`config.mk`:
```
export PLATFORM = sky130hd
export DESIGN_NAME = esm_issue_buffer
export DESIGN_NICKNAME = d
export VERILOG_FILES = /design/src/rtl/esm_issue_buffer.sv
export SDC_FILE = /design/constraint.sdc
export NUM_CORES = 1
export LEC_CHECK = 0
export CAP_MARGIN = 20
export CORE_UTILIZATION = 30
export DETAILED_ROUTE_END_ITERATION = 16
export SYNTH_ARGS = -nofsm -noshare
export SYNTH_HDL_FRONTEND = slang
export SYNTH_SLANG_ARGS = --single-unit
```
`constraint.sdc`:
```
create_clock -name clk -period 7.6 [get_ports clk]
set_input_delay 1.14 -clock clk [delete_from_list [all_inputs] [get_ports clk]]
set_output_delay 1.14 -clock clk [all_outputs]
set_load 0.005 [all_outputs]
```
`src/rtl/esm_issue_buffer.sv`:
```
// ---------------------------------------------------------------------------
// esm_issue_buffer
//
// Instruction window in front of ESM_Core_IDA. It takes decoded instructions,
// puts each one in the lowest free slot, and reports that slot number to
// ESM_Core_IDA as buffer_index. The core sends back a dependency-free mask.
// The buffer issues one eligible instruction per cycle downstream over a
// valid/ready handshake, using rotating priority.
//
// Optional feature (compile-time macro ESM_ISSUE_STALL_CNT_EN):
//   Adds output stall_cycles[15:0]. It counts the cycles in which the window
//   is non-empty but nothing is eligible, saturates at 16'hFFFF, and is
//   cleared by rst or flush.
//
// Ports:
//   clk, rst          clock, asynchronous active-high reset
//   flush             synchronous clear of the whole window (beats alloc/issue)
//   in_valid/in_ready upstream handshake, Instr_in = incoming word
//   alloc_fire        accepted allocation (ESM_Core_IDA table write strobe)
//   buffer_index      slot being allocated this cycle (lowest free slot)
//   valid_entries     occupied-slot mask, bit i = slot i
//   independent_instr dependency-free mask from ESM_Core_IDA, bit i = slot i
//   issue_valid/issue_ready downstream handshake
//   issue_instr, issue_index selected word and its slot (0 when idle)
//   occupancy         number of occupied slots
//   stall_cycles      (only with ESM_ISSUE_STALL_CNT_EN) stall counter
// ---------------------------------------------------------------------------
module esm_issue_buffer #(
  parameter int Instruction_word_size = 32,
  parameter int bs                    = 16
) (
  input  logic                             clk,
  input  logic                             rst,
  input  logic                             flush,
  input  logic                             in_valid,
  output logic                             in_ready,
  input  logic [Instruction_word_size-1:0] Instr_in,
  output logic                             alloc_fire,
  output logic [$clog2(bs)-1:0]            buffer_index,
  output logic [0:bs-1]                    valid_entries,
  input  logic [0:bs-1]                    independent_instr,
  output logic                             issue_valid,
  input  logic                             issue_ready,
  output logic [Instruction_word_size-1:0] issue_instr,
  output logic [$clog2(bs)-1:0]            issue_index,
  output logic [$clog2(bs):0]              occupancy
`ifdef ESM_ISSUE_STALL_CNT_EN
  ,
  output logic [15:0]                      stall_cycles
`endif
);

  localparam int IW = $clog2(bs);
  localparam int CW = IW + 1;
  localparam logic [CW-1:0] BS_CNT = CW'(bs);

  logic [Instruction_word_size-1:0] mem [bs];
  logic [IW-1:0] rr_ptr;

  logic [IW-1:0] free_idx;
  logic          free_found;
  logic [0:bs-1] eligible;
  logic [IW-1:0] sel_idx;
  logic          sel_found;
  logic [IW-1:0] cand;
  logic          issue_fire;

  // Lowest free slot. When the window is full this stays 0, but in_ready is
  // low then, so the value is never used.
  always_comb begin
    free_idx   = '0;
    free_found = 1'b0;
    for (int i = 0; i < bs; i++) begin
      if (!free_found && !valid_entries[i]) begin
        free_idx   = IW'(i);
        free_found = 1'b1;
      end
    end
  end

  // Rotating-priority pick: scan rr_ptr, rr_ptr+1, ... The index wraps for
  // free because bs is a power of two and cand is IW bits wide.
  always_comb begin
    eligible  = valid_entries & independent_instr;
    sel_idx   = '0;
    sel_found = 1'b0;
    cand      = '0;
    for (int k = 0; k < bs; k++) begin
      cand = rr_ptr + IW'(k);
      if (!sel_found && eligible[cand]) begin
        sel_idx   = cand;
        sel_found = 1'b1;
      end
    end
  end

  // in_ready depends only on flush and the registered occupancy. There is
  // deliberately no path from issue_ready, so a full window stays closed even
  // in a cycle where an issue fires.
  assign in_ready     = ~flush & (occupancy < BS_CNT);
  assign alloc_fire   = in_valid & in_ready;
  assign buffer_index = free_idx;

  assign issue_valid = sel_found;
  assign issue_index = sel_found ? sel_idx : '0;
  assign issue_instr = sel_found ? mem[sel_idx] : '0;
  // A fire presented during a flush cycle is dropped.
  assign issue_fire  = sel_found & issue_ready & ~flush;

  // ---- state update: control (reset) --------------------------------------
  // The issued slot is occupied and the allocated slot is free, so the two
  // can never be the same slot within one cycle.
  always_ff @(posedge clk or posedge rst) begin
    if (rst) begin
      valid_entries <= '0;
      occupancy     <= '0;
      rr_ptr        <= '0;
    end else if (flush) begin
      valid_entries <= '0;
      occupancy     <= '0;
      rr_ptr        <= '0;
    end else begin
      if (alloc_fire) valid_entries[free_idx] <= 1'b1;
      if (issue_fire) begin
        valid_entries[sel_idx] <= 1'b0;
        rr_ptr                 <= sel_idx + IW'(1);
      end
      occupancy <= occupancy + CW'(alloc_fire) - CW'(issue_fire);
    end
  end

  // ---- state update: data (no reset) --------------------------------------
  always_ff @(posedge clk) begin
    if (alloc_fire) mem[free_idx] <= Instr_in;
  end

`ifdef ESM_ISSUE_STALL_CNT_EN
  function automatic logic [15:0] sat_inc16(input logic [15:0] v);
    return (v == 16'hFFFF) ? v : v + 16'd1;
  endfunction

  always_ff @(posedge clk or posedge rst) begin
    if (rst) begin
      stall_cycles <= '0;
    end else if (flush) begin
      stall_cycles <= '0;
    end else if ((occupancy != '0) && !sel_found) begin
      stall_cycles <= sat_inc16(stall_cycles);
    end
  end
`endif

endmodule
```
---- Yosys cells after proc, flatten, opt, wreduce, memory -nomap -nowiden ----
Memories as Yosys holds them, arrays and structs flattened.
Index checks and enable logic that the tools add are counted.
word-level totals
  output and inout port bits .............. 64
  bits in read-only memories .............. 0
  register bits ........................... 25
  RAM bits ................................ 512
  input bits .............................. 53
  bits in latches ......................... 0
  memories ................................ 1
cells by class
  eq/ne operators ......................... 0
  bitwise gates (word level) .............. 27
  order comparisons ....................... 21
  shift-type cells ........................ 0
  reduce and logical (&&, ||, !) cells .... 77
  add/subtract/negate cells ............... 18
  divide/modulo/power cells ............... 0
  muxes and demuxes ....................... 125
  $mul .................................... 0
memory list
  memory  depth  bits a word  rd ports  clocked after Yosys merged registers in  write ports  RTL line  RTL
  mem     16     32           1         0                                        1            57        logic [Instruction_word_size-1:0] mem [bs];
operators by type and width
  operator                                                              number
  4-bit 2-to-1 mux                                                      32
  5-bit greater-or-equal comparator, second input constant              18
  4-bit inverter with 5-bit output                                      18
  1-bit 2-to-1 mux                                                      68
  1-bit binary-select mux with 4-bit select                             16
  16-bit 2-to-1 mux                                                     4
  1-bit logical NOT                                                     44
  4-bit adder, second input constant                                    8
  16-bit AND                                                            2
  1-bit logical AND                                                     32
  32-bit 2-to-1 mux                                                     1
  4-bit by 3-bit adder with 4-bit output, second input constant         4
  16-bit inverter                                                       1
  16-bit OR                                                             1
  5-bit by 1-bit < comparator with 1-bit output, second input constant  2
  4-bit by 1-bit adder with 4-bit output, second input constant         2
  4-bit by 2-bit adder with 4-bit output, second input constant         2
  1-bit demux with 4-bit select                                         2
  5-bit by 1-bit adder with 5-bit output                                1
  5-bit < comparator, second input constant                             1
  5-bit 2-to-1 mux                                                      1
  5-bit by 1-bit subtractor with 5-bit output                           1
  1-bit AND                                                             4
  2-bit 2-to-1 mux                                                      1
  2 further kinds                                                       2

---- Depth between registers and ports, before layout ----
Gate-level depths: netlist of run 1.
  depth in word-level cells ............... 59
  mapped depth ............................ 28

---- Least setup slack after synthesis of run 1 ----
No wires, ideal clock.
  kind .................................... reg-to-output
  from .................................... register rr_ptr[1]
  to ...................................... output port issue_instr[13]
  stages on the path, launching flop included .. 21
  path slack .............................. 1.700 ns
  data required time ...................... 6.460 ns
  arrival time ............................ 4.760 ns
  cells stage by stage .................... dfrtp_1 buf_2 inv_1 clkbuf_1 clkbuf_1 ha_1 buf_2 inv_2 mux4_2 mux4_2 and3_1 o211a_1 a2111oi_0 a22o_1 inv_2 buf_4 buf_2 mux2i_1 a22oi_1 o21ai_0 nor4_1
on the way
  word-level cells in the longest chain between the ends .. 52
  elaborated cells between the ends (all ways) .. 143
RTL lines
  what                                                                             RTL line  RTL
  start: declaration                                                               58        logic [IW-1:0] rr_ptr;
  start signal: assignment                                                         126       rr_ptr <= sel_idx + IW'(1);
  branches (longest 51 deep; another with 4-bit by 1-bit adder with 4-bit output)  n/a
  32-bit 2-to-1 mux *                                                              106       assign issue_instr = sel_found ? mem[sel_idx] : '0;
  end: declaration                                                                 44        output logic [Instruction_word_size-1:0] issue_instr,
Every way passes the cells marked *. The select of a mux whose other input is x is not followed.

---- Final worst setup path of run 1 ----
  from .................................... input port independent_instr[8] in the netlist's numbering
  to ...................................... output port issue_instr[20]
on the way
  word-level cells in the longest chain between the ends .. 52
  elaborated cells between the ends (all ways) .. 113
RTL lines
  what                                                  RTL line  RTL
  start: declaration                                    41        input logic [0:bs-1] independent_instr,
  16-bit AND *                                          84        eligible = valid_entries & independent_instr;
  1-bit binary-select mux with 4-bit select             90        if (!sel_found && eligible[cand]) begin
  1-bit 2-to-1 mux (implied by the code) (2 in series)  90
  1-bit 2-to-1 mux                                      90
  1-bit logical NOT                                     90
  1-bit logical AND                                     90
  1-bit 2-to-1 mux                                      90
  1-bit logical NOT                                     90
  [35 not listed]                                       n/a
  1-bit logical NOT                                     90
  1-bit logical AND                                     90
  1-bit 2-to-1 mux                                      90
  1-bit logical NOT                                     90
  1-bit logical AND                                     90
  4-bit 2-to-1 mux                                      90
  memory read 16 x 32 bit                               n/a
  32-bit 2-to-1 mux *                                   106
Mark *: on every way between the ends. The rest lies on a longest branch, timed or not. The select of a mux whose other input is x is not followed.

==> impl_metrics.py, run 1 <==
metrics = {
    "routing": {
        "final_antenna_net_count": 0,
        "drt-initial-drc-count": 1685,
        "route.layer.met1.wl_mm": 29.7,
        "met2_length_mm": 34.2,
        "route.final.wire_length_mm": 69.2,
        "wl_met3_mm": 3.75,
        "route.detailed.vias_per_inst": 5.29,
        "post_drt_wl_per_cell_microns": 22.1,
        "route.vias.total": 16600,
        "drt_pre_antenna_iters": 5,
        "drc_errors": 0,
        "top_layer": "met5",
    },
    "grt": {
        "all_layer_global_routing_usage_pct": 16.4,
        "largest_net_degree_at_the_start_of_global_routing": 67,
        "wire_length_of_the_first_global_routing_pass_mm": 103,
        "overflow": 0,
        "antenna_found_initial": 4,
        "number_of_global_route_vias_before_repair": 16200,
    },
    "sta": {
        "max_clock_freq_mhz": 136,
        "relative_slew_margins_pct": 35.6,
        "fin_worst_skew_ps": 16.2,
        "finalSetupViolCount": 0,
        "min_tclk_post_route_ps": 7360,
        "hold_ws_ps": 655,
        "post-route-period-util_pct": 96.8,
        "final.setup.tns_ps": 0,
        "rsz0062_at_grt": "false",
        "report.final.hold_viol_count": 0,
        "timing_worst_slew_pin_value_ps": 960,
        "max_slew_vio_count": 0,
    },
    "logic_synthesis": {
        "synth_simple_gate_area_share_pct": 12.2,
        "synth-async-reset-ratio_pct": 4.66,
        "ys_warn_count": 0,
        "number_of_cells_produced_by_synthesis": 1867,
        "synth.top_cells.by_count": "512 x sky130_fd_sc_hd__edfxtp_1, 266 x sky130_fd_sc_hd__nand2_1, 161 x sky130_fd_sc_hd__nor2_1, 116 x sky130_fd_sc_hd__mux2i_1, 82 x sky130_fd_sc_hd__a21oi_1",
        "sequential_area_share_after_synthesis_pct": 65.7,
        "synth_cell_type_count": 85,
        "synth-edff-count": 512,
        "yosysMostFrequentCell": "sky130_fd_sc_hd__edfxtp_1",
        "flip_flop_and_latch_count_after_synthesis": 537,
        "syn_nets": 1937,
        "synth-compound-area-share_pct": 9.68,
        "post_synth_main_area_contributors": "sky130_fd_sc_hd__edfxtp_1 63%, sky130_fd_sc_hd__mux2i_1 4.8%, sky130_fd_sc_hd__nand2_1 4.1%, sky130_fd_sc_hd__mux4_2 2.8%, sky130_fd_sc_hd__dfrtp_1 2.6%",
        "synth_top_flop_cell": "sky130_fd_sc_hd__edfxtp_1",
        "netlist.area_leader.share_pct": 63.1,
        "synth.area.mux_share_pct": 7.97,
        "synthDominantAreaCellType": "sky130_fd_sc_hd__edfxtp_1",
        "syn-mean-instance-area_sq_um": 13.1,
        "synth_fa_ha_area_share_pct": 0.904,
        "cell_area_synth_sq_um": 24400,
        "main_combinational_cell_family_by_area_after_synthesis": "simple AND/OR/NAND/NOR gates",
        "synthXorXnorAreaFrac_pct": 0.714,
    },
    "placement": {
        "port_buffers": 116,
        "hpwlAfterDp_mm": 43.2,
        "gpl.final_weighted_congestion": 0.915,
    },
    "floorplan": {
        "die_width_microns": 287,
        "floorplan.rows": 104,
        "die_height_microns": 287,
        "floorplan.initialDensity_pct": 30.3,
        "die_area_sq_um": 82400,
        "boundaryPins": 117,
        "coreArea_sq_um": 80400,
    },
    "job": {
        "drv_cap": 0,
    },
    "hold_path": {
        "timing.hold.worst.start": "rr_ptr[0]$_DFFE_PP0P_",
        "worst_hold_path.num_cells": 2,
        "worstHoldEndpoint": "rr_ptr[0]$_DFFE_PP0P_",
        "hold_class": "register to register",
    },
    "clock_tree": {
        "cts_buffers": 49,
        "worst_skew_pair.late_latency_ps": 580,
        "cts.reportedPaths.clkPinSlew_ps": 60,
        "clock_tree.root_cell": "sky130_fd_sc_hd__clkbuf_16",
        "cts_tree": "yes",
        "htreeDepth": 2,
        "cts_sinks": 537,
        "clk_path_buf_depth": 3,
    },
    "outcome": {
        "outcome": "finished clean",
    },
    "cells_and_area": {
        "final_layout_size_suffix_gt1_share_pct": 12.7,
        "diodes": 0,
        "area_growth_syn_to_layout_pct": 19.1,
        "finish.net_count": 2102,
        "fillCellCount": 7745,
    },
    "critical_path": {
        "critPathRequiredTime_ps": 6460,
        "r2r_setup_slack_ps": 1660,
        "cp.arrival_ps": 6220,
        "depth_of_the_worst_register_to_register_path": 24,
        "crit_type": "primary input to primary output",
        "reg2reg_end": "occupancy[4]$_DFF_PP0_",
        "r2r-start": "rr_ptr[2]$_DFFE_PP0P_",
        "worst_setup_path_start_kind": "primary input",
        "endpoint_kind": "primary output",
        "critPathMaxFanout": 43,
    },
}
-- through the flow --
step                util [%]  worst slack (ps)  instance area, sq um  instances
CTS                     35.9              83.8                 28900       3122
global route            36.1              2.38                 29000       3130
detailed placement      34.0               117                 27400       3033
floorplan                  -              1700                 24400       1867
finish                  36.1               242                 29000       3130
global placement        34.0               150                 27400       3033
-- logic make-up after synthesis --
| kind of cell | after synthesis |
|---|---|
| buffers and inverters | 135 |
| DFF | 537 |
| and+or+nand+nor | 651 |
| xor gates and xnor gates | 19 |
| adders and majority gates | 17 |
| muxes | 155 |
| AOI/OAI and AO/OA | 353 |
-- worst max-delay path by stage --
stage	from	endpoint	slack [ps]	cells after the start
after CTS	rr_ptr[1]$_DFFE_PP0P_	issue_instr[16]	80	16
final	independent_instr[8]	issue_instr[20]	240	17
after global placement	independent_instr[14]	issue_instr[21]	150	16
after global routing	independent_instr[6]	issue_instr[23]	2	18
after floorplan	rr_ptr[1]$_DFFE_PP0P_	issue_instr[13]	1700	20
after detailed placement	independent_instr[8]	issue_instr[30]	120	15
-- flip-flops by register name, summed over array words and instances, names as in the netlist --
name / count
mem: 512
valid_entries: 16
occupancy: 5
rr_ptr: 4
-- timing repair --
action,CTS,global route
setup endpoints to repair,25,30
cloned,0,0
buffers inserted,0,7
pin swaps,0,0
resized for setup,3,14
hold endpoints to repair,0,0
hold buffers,0,0
-- critical path: stages --
cell and delay (ps):
sky130_fd_sc_hd__clkdlybuf4s50_1 530, sky130_fd_sc_hd__nand2_1 220, sky130_fd_sc_hd__mux4_2 530, sky130_fd_sc_hd__a22oi_1 310
sky130_fd_sc_hd__nand3_1 310, sky130_fd_sc_hd__nand3_1 260, sky130_fd_sc_hd__nor2_2 100, sky130_fd_sc_hd__buf_4 160
sky130_fd_sc_hd__and3_1 160, sky130_fd_sc_hd__o32a_2 430, sky130_fd_sc_hd__buf_12 230, sky130_fd_sc_hd__buf_12 210
sky130_fd_sc_hd__nand2_1 300, sky130_fd_sc_hd__buf_4 260, sky130_fd_sc_hd__o211ai_1 140, sky130_fd_sc_hd__nor3_1 340
sky130_fd_sc_hd__clkdlybuf4s50_1 570
-- cells in the final DEF (no fill, tap or decap), drive strengths merged, types with 30 or more instances in the layout --
| master | synthesis | final |
|---|---|---|
| a21oi | 82 | 82 |
| buf | 70 | 110 |
| clkbuf | 42 | 70 |
| clkdlybuf4s50 | 0 | 116 |
| edfxtp | 512 | 512 |
| mux2i | 118 | 118 |
| mux4 | 30 | 30 |
| nand2 | 266 | 266 |
| nand3 | 78 | 78 |
| nor2 | 161 | 161 |
| nor3 | 33 | 33 |
| o21ai | 77 | 77 |
| o22ai | 40 | 40 |
-- final cells by class --
| type | count | area [sq um] | area share [%] |
|---|---|---|---|
| sequential | 537 | 16000 | 55.2 |
| inverter | 23 | 92.6 | 0.319 |
| timing repair buffer | 226 | 2230 | 7.68 |
| clock inverter | 19 | 133 | 0.457 |
| tap | 1060 | 1330 | 4.57 |
| clock buffer | 70 | 1350 | 4.64 |
| multi-input combinational | 1195 | 7880 | 27.2 |
-- per-layer routing --
| layer | GRT usage, % | up-vias |
|---|---|---|
| li1 | - | 7478 |
| met1 | 21.8 | 8462 |
| met2 | 28.1 | 499 |
| met3 | 2.14 | 105 |
| met4 | 4.15 | 6 |
| met5 | 0 | - |
Power of run 1 is left out: the tool's default activity adds up to more than one toggle a clock period on the data nets, which glitch-free logic cannot reach.
==> run 2: changes to the inputs <==
--- a/config.mk
+++ b/config.mk
@@ -5,9 +5,11 @@
 export SDC_FILE = /design/constraint.sdc
 export NUM_CORES = 1
 export LEC_CHECK = 0
+export ABC_CLOCK_PERIOD_IN_PS = 7600
 export CAP_MARGIN = 20
 export CORE_UTILIZATION = 30
 export DETAILED_ROUTE_END_ITERATION = 16
+export PLACE_DENSITY = 0.44
 export SYNTH_ARGS = -nofsm -noshare
 export SYNTH_HDL_FRONTEND = slang
 export SYNTH_SLANG_ARGS = --single-unit
==> impl_metrics.py, run 2 (synthesis results as in run 1) <==
metrics = {
    "cells_and_area": {
        "diodes": 0,
        "fillCellCount": 7814,
        "finish.net_count": 2108,
        "commonest_cells_after_routing_fill_and_taps_aside": "512 x sky130_fd_sc_hd__edfxtp_1, 266 x sky130_fd_sc_hd__nand2_1, 142 x sky130_fd_sc_hd__nor2_1",
        "postLayoutCellArea_sq_um": 29300,
        "layout_commonest_cell": "sky130_fd_sc_hd__edfxtp_1",
        "final_layout_size_suffix_gt1_share_pct": 13.2,
        "area_growth_syn_to_layout_pct": 20.2,
        "largest_registers": "mem (512), valid_entries (16), occupancy (5)",
        "largest-register": "mem",
        "max_reg_flops": 512,
    },
    "floorplan": {
        "coreArea_sq_um": 80400,
        "floorplan.initialDensity_pct": 30.3,
        "die_width_microns": 287,
        "floorplan.rows": 104,
        "die_area_sq_um": 82400,
        "boundaryPins": 117,
        "die_height_microns": 287,
    },
    "grt": {
        "overflow": 0,
        "wire_length_of_the_first_global_routing_pass_mm": 109,
        "all_layer_global_routing_usage_pct": 17.5,
        "number_of_global_route_vias_before_repair": 16500,
        "antenna_found_initial": 1,
        "largest_net_degree_at_the_start_of_global_routing": 64,
    },
    "placement": {
        "placedInstanceArea_sq_um": 27400,
        "gpl.final_weighted_congestion": 0.853,
        "hpwlAfterDp_mm": 44.8,
        "pre_cts_ws_ps": -2.24,
        "port_buffers": 116,
    },
    "sta": {
        "report.final.hold_viol_count": 0,
        "finalSetupViolCount": 0,
        "setup_slack_ps": 277,
        "min_tclk_post_route_ps": 7320,
        "fin_worst_skew_ps": 26.5,
        "max_clock_freq_mhz": 137,
        "relative_slew_margins_pct": 31.3,
        "final.setup.tns_ps": 0,
        "rsz0062_at_grt": "false",
        "timing_worst_slew_pin_value_ps": 1030,
        "post-route-period-util_pct": 96.4,
        "max_slew_vio_count": 0,
    },
    "routing": {
        "route.vias.total": 16200,
        "drt_pre_antenna_iters": 5,
        "drc_errors": 0,
        "wl_met3_mm": 2.52,
        "top_layer": "met5",
        "drt-initial-drc-count": 1172,
        "route.detailed.vias_per_inst": 5.17,
        "post_drt_wl_per_cell_microns": 23.1,
        "met2_length_mm": 36.6,
        "route.layer.met1.wl_mm": 31.9,
        "final_antenna_net_count": 0,
        "route.final.wire_length_mm": 72.6,
    },
    "critical_path": {
        "cp.arrival_ps": 6180,
        "crit_type": "primary input to primary output",
        "endpoint_kind": "primary output",
        "critPathMaxFanout": 40,
        "critPathRequiredTime_ps": 6460,
        "worst_setup_path_start_kind": "primary input",
    },
    "clock_tree": {
        "clk_path_buf_depth": 3,
        "cts.reportedPaths.clkPinSlew_ps": 60,
        "htreeDepth": 2,
        "cts_tree": "yes",
        "cts_buffers": 55,
        "cts_sinks": 537,
        "clock_tree.root_cell": "sky130_fd_sc_hd__clkbuf_16",
        "worst_skew_pair.late_latency_ps": 610,
    },
    "job": {
        "drv_cap": 0,
    },
    "hold_path": {
        "hold_class": "register to register",
    },
    "outcome": {
        "outcome": "finished clean",
    },
}
run 2: worst max-delay path, cell delays in order:
cell and delay [ps]:
sky130_fd_sc_hd__clkdlybuf4s50_1 550, sky130_fd_sc_hd__nand2_1 120, sky130_fd_sc_hd__o21ai_0 570, sky130_fd_sc_hd__mux2i_1 220, sky130_fd_sc_hd__a221o_1 540, sky130_fd_sc_hd__a21o_1 230, sky130_fd_sc_hd__a221o_1 300, sky130_fd_sc_hd__a221o_2 420
sky130_fd_sc_hd__o211ai_4 190, sky130_fd_sc_hd__buf_12 190, sky130_fd_sc_hd__buf_12 240, sky130_fd_sc_hd__buf_4 200, sky130_fd_sc_hd__nand2_1 50, sky130_fd_sc_hd__a32oi_1 190, sky130_fd_sc_hd__o211ai_1 110, sky130_fd_sc_hd__nor3_1 320
sky130_fd_sc_hd__clkdlybuf4s50_1 560
run 2: path summary, 6_finish.rpt:
| check | from | to | slack [ps] | depth (start not counted) |
|---|---|---|---|---|
| min in group asynchronous | rst | rr_ptr[3]$_DFFE_PP0P_ | 890 | 2 |
| worst max-delay path | independent_instr[12] | issue_instr[9] | 280 | 17 |
| worst min-delay path | rr_ptr[0]$_DFFE_PP0P_ | rr_ptr[0]$_DFFE_PP0P_ | 640 | 2 |
| max in group asynchronous | rst | occupancy[0]$_DFF_PP0_ | 6320 | 3 |
| worst max register to register | rr_ptr[0]$_DFFE_PP0P_ | occupancy[4]$_DFF_PP0_ | 2000 | 23 |
| worst min register to register | rr_ptr[0]$_DFFE_PP0P_ | rr_ptr[0]$_DFFE_PP0P_ | 640 | 2 |
run 2: final cells by class:
class                   count  area [sq um]  share of cell area, %
well taps                1060          1330                   4.53
multi-input cells        1195          7860                   26.9
repair buffers            226          2300                   7.85
clock inverters            24           254                  0.868
inverters                  23          95.1                  0.325
flip-flops and latches    537         16000                   54.7
clock buffers              72          1440                   4.92
run 2: per-layer routing:
layer | vias up | GRT usage (%)
met1 | 8296 | 23.1
met5 | - | 0
met4 | 2 | 4.79
met2 | 333 | 30.2
li1 | 7490 | -
met3 | 96 | 2.27
run 2: what timing repair did:
action | in CTS | in global routing
gates cloned | 1 | 0
hold buffers | 0 | 0
buffers inserted | 1 | 1
endpoints found under the setup margin | 12 | 32
resized for setup | 7 | 14
pin swaps | 1 | 0
run 2: through the flow:
| step | instances | hold slack, ps | utilization [%] |
|---|---|---|---|
| 4_1_cts | 3135 | 653 | 36.3 |
| 3_5_place_dp | 3037 | 646 | 34.1 |
| 5_1_grt | 3137 | 699 | 36.4 |
| 3_3_place_gp | 3037 | 637 | 34.1 |
| 6_report | 3137 | 641 | 36.4 |
| 2_1_floorplan | 1867 | 613 | - |
Power of run 2 is left out for the same reason.
==> run 3: changes to the inputs <==
--- a/config.mk
+++ b/config.mk
@@ -7,9 +7,10 @@
 export LEC_CHECK = 0
 export ABC_CLOCK_PERIOD_IN_PS = 7600
 export CAP_MARGIN = 20
-export CORE_UTILIZATION = 30
+export CORE_UTILIZATION = 60
 export DETAILED_ROUTE_END_ITERATION = 16
-export PLACE_DENSITY = 0.44
+export HOLD_SLACK_MARGIN = 0.06
+export PLACE_DENSITY = 0.78
 export SYNTH_ARGS = -nofsm -noshare
 export SYNTH_HDL_FRONTEND = slang
 export SYNTH_SLANG_ARGS = --single-unit
==> impl_metrics.py, run 3 (synthesis results as in run 1) <==
metrics = {
    "placement": {
        "hpwlAfterDp_mm": 38.8,
        "port_buffers": 116,
        "placedInstanceArea_sq_um": 26400,
        "gpl.final_weighted_congestion": 0.999,
    },
    "clock_tree": {
        "clock_tree.root_cell": "sky130_fd_sc_hd__clkbuf_16",
        "cts_buffers": 51,
        "htreeDepth": 2,
        "worst_skew_pair.late_latency_ps": 580,
        "clk_path_buf_depth": 3,
        "cts.reportedPaths.clkPinSlew_ps": 70,
        "cts_sinks": 537,
        "cts_tree": "yes",
    },
    "grt": {
        "antenna_found_initial": 2,
        "largest_net_degree_at_the_start_of_global_routing": 86,
        "wire_length_of_the_first_global_routing_pass_mm": 97.7,
        "met1_usage_pct": 44.2,
        "overflow": 0,
        "gr-usage-met2_pct": 49.5,
        "number_of_global_route_vias_before_repair": 16500,
        "use_met3_pct": 5.77,
        "top_usage_layer": "met2",
        "all_layer_global_routing_usage_pct": 31.8,
    },
    "routing": {
        "route.detailed.vias_per_inst": 6.62,
        "final_antenna_net_count": 0,
        "drc_errors": 0,
        "post_drt_wl_per_cell_microns": 25.6,
        "drt_pre_antenna_iters": 5,
        "route.final.wire_length_mm": 65.5,
        "route.vias.total": 16900,
        "drt-initial-drc-count": 2164,
    },
    "job": {
        "drv_cap": 0,
    },
    "cells_and_area": {
        "largest_registers": "mem (512), valid_entries (16), occupancy (5)",
        "postLayoutCellArea_sq_um": 28000,
        "area_growth_syn_to_layout_pct": 14.8,
        "max_reg_flops": 512,
        "finish.net_count": 2074,
        "layout.area.seq_sq_um": 16000,
        "final_layout_size_suffix_gt1_share_pct": 11.5,
        "multiInputGateArea_sq_um": 7850,
        "largest-register": "mem",
        "layout_commonest_cell": "sky130_fd_sc_hd__edfxtp_1",
        "commonest_cells_after_routing_fill_and_taps_aside": "512 x sky130_fd_sc_hd__edfxtp_1, 266 x sky130_fd_sc_hd__nand2_1, 144 x sky130_fd_sc_hd__nor2_1",
        "fillCellCount": 2628,
    },
    "floorplan": {
        "coreArea_sq_um": 39900,
        "die_width_microns": 204,
        "die_area_sq_um": 41400,
        "floorplan.rows": 73,
        "die_height_microns": 204,
        "floorplan.initialDensity_pct": 61.0,
        "boundaryPins": 117,
    },
    "critical_path": {
        "worst_setup_path_start_kind": "primary input",
        "endpoint_kind": "primary output",
        "critPathRequiredTime_ps": 6460,
        "critPathMaxFanout": 57,
        "cp.arrival_ps": 6250,
        "crit_type": "primary input to primary output",
    },
    "outcome": {
        "outcome": "finished clean",
    },
    "sta": {
        "relative_slew_margins_pct": 27.2,
        "min_tclk_post_route_ps": 7390,
        "max_clock_freq_mhz": 135,
        "fin_worst_skew_ps": 16.4,
        "post-route-period-util_pct": 97.3,
        "final.setup.tns_ps": 0,
        "report.final.hold_viol_count": 0,
        "rsz0062_at_grt": "false",
        "max_slew_vio_count": 0,
        "timing_worst_slew_pin_value_ps": 1090,
        "finalSetupViolCount": 0,
    },
    "hold_path": {
        "hold_class": "register to register",
    },
}
[run 3: cell types whose count changed in the layout (fill, tap and decap cells not counted), moves of 3 or more]
cell                        before  now
sky130_fd_sc_hd__nor4_2          3    0
sky130_fd_sc_hd__buf_4          86   70
sky130_fd_sc_hd__buf_12         21   10
sky130_fd_sc_hd__nor4_1         13   16
sky130_fd_sc_hd__clkbuf_1       17   11
sky130_fd_sc_hd__clkbuf_16      55   51
[run 3: final timing paths]
path                            slack, ps  cells after the start                     end                   start
max in group asynchronous            5870                      2   rr_ptr[0]$_DFFE_PP0P_                     rst
worst max register to register       2010                     22  occupancy[4]$_DFF_PP0_   rr_ptr[1]$_DFFE_PP0P_
worst min-delay path                  660                      3  occupancy[4]$_DFF_PP0_  occupancy[3]$_DFF_PP0_
worst min register to register        660                      3  occupancy[4]$_DFF_PP0_  occupancy[3]$_DFF_PP0_
min in group asynchronous            1080                      2  occupancy[0]$_DFF_PP0_                     rst
worst max-delay path                  210                     17         issue_instr[14]    independent_instr[1]
[run 3: layer usage]
metal	share of wire [%]	wire [microns]
met5	0.017	11
met4	3.8	2480
met3	9.7	6360
met2	47	30600
met1	40	26100
[run 3: layout make-up]
cell class / instances / share of cell area, %
sequential: 537 / 57.2
multi-input combinational: 1195 / 28.0
timing repair buffer: 196 / 6.74
clock buffer: 62 / 4.71
tap: 525 / 2.35
clock inverter: 21 / 0.639
inverter: 23 / 0.317
antenna: 1 / 0.00894
[run 3: metrics by stage]
step | hold slack (ps) | instances | utilization (%) | setup WS [ps]
detailed placement | 670 | 2476 | 66.3 | 312
global placement | 640 | 2476 | 66.3 | 276
finish | 658 | 2560 | 70.1 | 205
CTS | 672 | 2559 | 70.0 | 133
floorplan | 613 | 1867 | - | 1700
global route | 727 | 2560 | 70.1 | 13.2
[run 3: worst max-delay path, cell delays in order]
cell and delay [ps]:
sky130_fd_sc_hd__clkdlybuf4s50_1 530, sky130_fd_sc_hd__nand3b_1 280, sky130_fd_sc_hd__nand2_1 100, sky130_fd_sc_hd__mux4_2 570, sky130_fd_sc_hd__mux2i_2 400, sky130_fd_sc_hd__mux2_2 380, sky130_fd_sc_hd__a2111oi_0 410, sky130_fd_sc_hd__a221o_2 240
sky130_fd_sc_hd__o211ai_4 110, sky130_fd_sc_hd__buf_4 240, sky130_fd_sc_hd__inv_4 120, sky130_fd_sc_hd__buf_12 270, sky130_fd_sc_hd__nand2_1 110, sky130_fd_sc_hd__a32oi_1 200, sky130_fd_sc_hd__o211ai_1 120, sky130_fd_sc_hd__nor3_1 420
sky130_fd_sc_hd__clkdlybuf4s50_1 590
[run 3: what timing repair did]
item | in CTS | in global routing
buffers inserted | 0 | 0
resized for setup | 0 | 7
endpoints found under the setup margin | 0 | 25
hold buffers | 0 | 0
Power of run 3 is left out for the same reason.
